--- src/rtl/add_sequencer.sv ---
// add_sequencer: sequences reads of a run of operands from a 32 x 8 store,
// accumulates their sum, writes the result to a destination word and pulses done.
// All store-facing pins are registered so the level-sensitive store sees clean levels.
// Build option: define ADD_SEQ_SAT_EN to make the accumulator saturate at all-ones
// instead of wrapping modulo 2^DATA_W.
//
//   state | meaning
//   ------+-----------------------------------------------------------
//   IDLE  | waiting for start; busy low
//   READ  | mem_read high, address = operand pointer
//   ACC   | address held; operand added, pointer/remaining advanced
//   WRITE | mem_write high, address = destination, data = sum
//   DONE  | done pulse; back to IDLE next cycle

module add_sequencer #(
  parameter int ADDR_W = 5,
  parameter int DATA_W = 8
) (
  input  logic              i_clk,
  input  logic              i_reset_n,
  input  logic              i_start,
  input  logic [ADDR_W-1:0] i_src_addr,
  input  logic [ADDR_W:0]   i_count,
  input  logic [ADDR_W-1:0] i_dst_addr,
  output logic              o_busy,
  output logic              o_done,
  output logic [DATA_W-1:0] o_sum,
  output logic              o_carry,
  output logic              o_mem_read,
  output logic              o_mem_write,
  output logic [ADDR_W-1:0] o_mem_address,
  output logic [DATA_W-1:0] o_mem_data_in,
  input  logic [DATA_W-1:0] i_mem_data_out
);

  typedef enum logic [2:0] {
    S_IDLE  = 3'd0,
    S_READ  = 3'd1,
    S_ACC   = 3'd2,
    S_WRITE = 3'd3,
    S_DONE  = 3'd4
  } state_t;

  state_t              r_state;
  logic [ADDR_W-1:0]   r_ptr;
  logic [ADDR_W:0]     r_remaining;
  logic [ADDR_W-1:0]   r_dst;
  logic [DATA_W-1:0]   r_sum;
  logic                r_carry;
  logic                r_busy;
  logic                r_done;
  logic                r_mem_read;
  logic                r_mem_write;
  logic [ADDR_W-1:0]   r_mem_address;
  logic [DATA_W-1:0]   r_mem_data_in;

  logic [DATA_W:0]     w_add;
  logic                w_carry_out;
  logic [DATA_W-1:0]   w_sum_next;
  logic [ADDR_W-1:0]   w_ptr_inc;
  logic [ADDR_W:0]     w_rem_dec;

  // Adder for the accumulate step; wrap or saturate depending on build option.
  always_comb begin
    w_add       = {1'b0, r_sum} + {1'b0, i_mem_data_out};
    w_carry_out = w_add[DATA_W];
`ifdef ADD_SEQ_SAT_EN
    // Once a carry has produced all-ones, any further non-zero operand carries
    // again, so the sum stays pinned for the rest of the run.
    w_sum_next  = w_carry_out ? {DATA_W{1'b1}} : w_add[DATA_W-1:0];
`else
    w_sum_next  = w_add[DATA_W-1:0];
`endif
    w_ptr_inc   = r_ptr + ADDR_W'(1);
    w_rem_dec   = r_remaining - (ADDR_W+1)'(1);
  end

  // Sequencer FSM with registered store controls; address/data are only
  // updated on the edge where mem_write was low before the edge.
  always_ff @(posedge i_clk or negedge i_reset_n) begin
    if (!i_reset_n) begin
      r_state       <= S_IDLE;
      r_ptr         <= '0;
      r_remaining   <= '0;
      r_dst         <= '0;
      r_sum         <= '0;
      r_carry       <= 1'b0;
      r_busy        <= 1'b0;
      r_done        <= 1'b0;
      r_mem_read    <= 1'b0;
      r_mem_write   <= 1'b0;
      r_mem_address <= '0;
      r_mem_data_in <= '0;
    end else begin
      unique case (r_state)
        S_IDLE: begin
          r_done <= 1'b0;
          if (i_start) begin
            r_ptr       <= i_src_addr;
            r_remaining <= i_count;
            r_dst       <= i_dst_addr;
            r_sum       <= '0;
            r_carry     <= 1'b0;
            r_busy      <= 1'b1;
            if (i_count != '0) begin
              r_state       <= S_READ;
              r_mem_read    <= 1'b1;
              r_mem_address <= i_src_addr;
            end else begin
              r_state       <= S_WRITE;
              r_mem_write   <= 1'b1;
              r_mem_address <= i_dst_addr;
              r_mem_data_in <= '0;
            end
          end
        end
        S_READ: begin
          r_state <= S_ACC;
        end
        S_ACC: begin
          r_sum       <= w_sum_next;
          r_carry     <= r_carry | w_carry_out;
          r_ptr       <= w_ptr_inc;
          r_remaining <= w_rem_dec;
          if (w_rem_dec != '0) begin
            r_state       <= S_READ;
            r_mem_address <= w_ptr_inc;
          end else begin
            r_state       <= S_WRITE;
            r_mem_read    <= 1'b0;
            r_mem_write   <= 1'b1;
            r_mem_address <= r_dst;
            r_mem_data_in <= w_sum_next;
          end
        end
        S_WRITE: begin
          r_state     <= S_DONE;
          r_mem_write <= 1'b0;
          r_done      <= 1'b1;
        end
        S_DONE: begin
          r_state <= S_IDLE;
          r_done  <= 1'b0;
          r_busy  <= 1'b0;
        end
        default: begin
          r_state <= S_IDLE;
        end
      endcase
    end
  end

  assign o_busy        = r_busy;
  assign o_done        = r_done;
  assign o_sum         = r_sum;
  assign o_carry       = r_carry;
  assign o_mem_read    = r_mem_read;
  assign o_mem_write   = r_mem_write;
  assign o_mem_address = r_mem_address;
  assign o_mem_data_in = r_mem_data_in;

endmodule

--- config.mk ---
export PLATFORM = sky130hd
export DESIGN_NAME = add_sequencer
export DESIGN_NICKNAME = d
export VERILOG_FILES = /design/src/rtl/add_sequencer.sv
export SDC_FILE = /design/constraint.sdc
export NUM_CORES = 1
export LEC_CHECK = 0
export ABC_AREA = 1
export ABC_CLOCK_PERIOD_IN_PS = 4100
export CAP_MARGIN = 20
export CORE_MARGIN = 1.5
export CORE_UTILIZATION = 40
export DETAILED_ROUTE_END_ITERATION = 12
export SKIP_CTS_REPAIR_TIMING = 1
export SYNTH_ARGS = -nofsm -noshare
export SYNTH_HDL_FRONTEND = slang
export SYNTH_SLANG_ARGS = --single-unit
--- constraint.sdc ---
create_clock -name i_clk -period 4.1 [get_ports i_clk]
set_clock_uncertainty 0.1 [all_clocks]
set_input_delay 0.615 -clock i_clk [delete_from_list [all_inputs] [get_ports i_clk]]
set_output_delay 0.615 -clock i_clk [all_outputs]
set_load 0.05 [all_outputs]
==> flow_summary.rst <==
.. list-table::
   :header-rows: 1

   * - Metric
     - Value
   * - Mean instance size in the synthesized netlist
     - 7.61 µm²
   * - Root Buffer Master
     - sky130_fd_sc_hd__clkbuf_8
   * - Initial detailed-routing violation count
     - about 160
   * - Overall die width
     - between 80 and 90 µm
   * - Max Clock Freq
     - 0.440 GHz
   * - Clock insertion delay at the later pin of the skew report
     - about 300 ps
   * - Combined buffer and inverter count along the critical path
     - 1
   * - Synth warn
     - 0
   * - Primary flip-flop cell chosen by synthesis mapping
     - sky130_fd_sc_hd__dfrtp_1
   * - Clock Power Share
     - 15.7%
   * - Leading cell type by number of instances after synthesis
     - sky130_fd_sc_hd__nand2_1
   * - Synthesized instance count
     - 353
   * - Fraction of final layout cells with drive strength greater than 1
     - about 7.6%
   * - Crit path max-delay cell type
     - sky130_fd_sc_hd__clkdlybuf4s50_1
   * - Global-route wire length before repair
     - roughly 11 mm
   * - Transition time at the pin with the least slew margin
     - between 500 and 600 ps
   * - Cell type with the largest total area after synthesis
     - sky130_fd_sc_hd__dfrtp_1
   * - WP data required
     - approximately 3400 ps
   * - Count of H-tree levels built during CTS
     - 2
   * - Sequential share of the synthesized area
     - between 40% and 50%
   * - Drt total wl
     - between 6 and 7 mm
   * - Part of the power in combinational logic
     - 55.2%
   * - Count of unresolved DRC violations after routing
     - 5
   * - Switching power
     - roughly 1.3 mW
   * - Final Hold Fails
     - 0
   * - Clock transition at the register clock pins on the worst setup and hold paths after CTS
     - ~90 ps
   * - Path type of the worst min-delay path
     - in -> async
   * - Cell family contributing the most delay on the critical path
     - buffers and inverters
   * - Number of buffers created by CTS
     - 5
   * - DRT antenna net count
     - 0
   * - Residual overflow from global routing
     - 0
   * - Setup TNS
     - 0 ps
   * - Power density of the placed cells
     - between 700 and 800 mW/mm²
   * - Final critical-path share of the clock period
     - a little under three fifths
   * - GRT Overall Usage
     - 18.8%
   * - Clock tree from TritonCTS
     - yes
   * - Ratio of routed vias to standard cells
     - just under 5
   * - Utilization of the core after routing
     - a little over half
   * - Arr. time, crit path
     - around 1600 ps
   * - HPWL after DPL
     - about 4.5 mm
   * - Commonest cells in the netlist
     - sky130_fd_sc_hd__nand2_1 (107), sky130_fd_sc_hd__dfrtp_1 (45), sky130_fd_sc_hd__nor2_1 (43), sky130_fd_sc_hd__inv_1 (42), sky130_fd_sc_hd__o21ai_0 (20)
   * - Number of cell rows
     - 29
   * - Total die area
     - 0.00722 mm²
   * - Pre-Repair DR Iteration Count
     - 8
   * - Initial cell density of the core
     - 41.8%
   * - Biggest area contributors in the synthesized netlist
     - sky130_fd_sc_hd__dfrtp_1 (42%), sky130_fd_sc_hd__nand2_1 (15%), sky130_fd_sc_hd__nor2_1 (6.0%), sky130_fd_sc_hd__inv_1 (5.9%), sky130_fd_sc_hd__ha_1 (5.1%)
   * - Sw Ratio
     - 47.7%
   * - Number of primary I/O pins
     - 53
   * - Floorplan die height
     - between 80 and 90 µm
   * - Port Buffer Count
     - 52
   * - Result of the run
     - finished, violations left
   * - Maximum capacitance violations
     - 0
   * - Relative slew slack
     - ~64%
   * - Pin count of the biggest net entering global routing
     - between 40 and 50
   * - Detailed-route wire length per cell
     - between 10 and 15 µm
   * - Unrepaired setup endpoints after global routing
     - no
   * - Violated checks
     - DRC
   * - Nets in the synthesized netlist
     - between 300 and 400
   * - Ant. Diodes
     - 0
   * - Setup crit start kind
     - flip-flop
   * - Worst ir drop on vdd
     - ~0.35 mV
   * - Sequential fraction of design power
     - 29.1%
   * - Number of flops mapped to enable cells by yosys
     - 0
   * - Critical Path Sink Type
     - output pin
   * - Internal Pwr Total
     - between 1 and 1.5 mW
   * - Crit Path Max Fanout
     - 4
   * - Vias in the first global route
     - 2343
   * - Number of unique standard cell types used by synthesis
     - 35
   * - Biggest cell delay along the critical path
     - between 800 and 900 ps
   * - Buffer depth of the longest clock path
     - 2
   * - Minimum clock period
     - approximately 2300 ps
   * - Synth Cell Area
     - 0.00269 mm²
   * - Critical path class
     - reg -> out
   * - Proportion of netlist area held by the largest area contributor
     - 41.9%
   * - Max Transition Viols Final
     - 0
   * - Final weighted congestion in routability-driven placement
     - approximately 0.87
   * - Finish-stage setup viols
     - 0
   * - Clock Sinks
     - 45
   * - Initial antenna violation count
     - 0
   * - Via count
     - 2391
   * - Flip-flop and latch count after synthesis
     - 45
   * - Area inside the core boundary
     - between 0.006 and 0.007 mm²
   * - Fraction of synthesis flops using an asynchronous set or reset pin
     - between 90% and 100%
   * - Nets
     - 445
   * - Area growth, synth to finish
     - 26.8%
   * - Cells traversed along the worst timing path
     - clkdlybuf4s50_1
   * - Total leakage power
     - 1.70 nW
## path summary, 6_finish.rpt
kind                                  start          endpoint  slack, ps  cells after the start
setup / recovery                   o_sum[1]          o_sum[1]       1830                      1
hold / removal                    i_reset_n  o_mem_data_in[5]        110                      1
setup reg to reg             r_remaining[0]  o_mem_data_in[3]       2010                     10
hold reg to reg            o_mem_data_in[0]  o_mem_data_in[0]        380                      2
max in group asynchronous         i_reset_n          o_sum[3]       3300                      2
min in group i_clk         o_mem_data_in[0]  o_mem_data_in[0]        380                      2
## flip-flops by register name, indices dropped and copies added (netlist names), 3 cells and up
| register | cells |
|---|---|
| o_mem_address | 5 |
| o_mem_data_in | 8 |
| o_sum | 8 |
| r_dst | 5 |
| r_ptr | 5 |
| r_remaining | 6 |
| r_state | 3 |
## power groups by stage
stage	clock [mW]	combinational [mW]	sequential (mW)
floorplan	0	0.738	1.10
global placement	0	1.44	0.767
detailed placement	0	1.46	0.773
CTS	0.421	1.46	0.766
global route	0.440	1.61	0.791
finish	0.411	1.45	0.764
## per-layer routing
layer | share of wire [%] | wire length, µm | GRT usage (%) | vias to the layer above
met1 | 49 | 3020 | 26.1 | 1099
met5 | 0 | 0 | 0 | -
met3 | 4.5 | 280 | 3.11 | 5
met4 | 0.86 | 53 | 6.11 | 0
li1 | - | - | - | 1231
met2 | 46 | 2820 | 30.0 | 56
## kinds of logic (layout without fill, tap and decap cells)
logic type                 Yosys count  count (layout)  share of synthesized area [%]
and+or+nand+nor                    195             195                           33.0
buffers and inverters               53             107                           8.29
DFF                                 45              45                           41.9
AOI/OAI and AO/OA                   42              42                           8.99
adders and majority gates           12              12                           5.87
xor gates and xnor gates             6               6                           1.96
## layout make-up
type | instances | area [µm²]
sequential | 45 | 1130
tap | 77 | 96.3
clock buffer | 5 | 68.8
inverter | 46 | 173
fill | 656 | 3020
multi-input combinational | 255 | 1340
timing repair buffer | 53 | 536
clock inverter | 3 | 68.8
## metrics by stage
stage	setup WS [ps]	std cells	hold slack, ps	power (mW)	area [µm²]
6_report	1830	484	107	2.62	3410
5_1_grt	1740	484	121	2.84	3410
4_1_cts	1810	483	382	2.65	3390
3_5_place_dp	1570	475	358	2.23	3250
3_3_place_gp	1620	475	356	2.21	3250
2_1_floorplan	2140	353	219	1.84	2690
## cell usage in the layout (no fill, tap or decap), drive strengths merged
cell           netlist  routed
o21ai               21      21
dfrtp               45      45
o21a                 1       1
bufinv               0       2
xor2                 3       3
o22ai                1       1
fa                   1       1
a31oi                1       1
o211ai               1       1
inv                 46      47
nor2                49      49
ha                  11      11
a221oi               2       2
or2                  5       5
xnor2                3       3
buf                  7       2
clkbuf               0       5
nor3                 1       1
clkdlybuf4s50        0      51
nand4                7       7
a21o                 1       1
nand3               22      22
a22oi                1       1
nand2              111     111
a21oi               10      10
o221ai               3       3
Power figures use the tool's default switching activity.
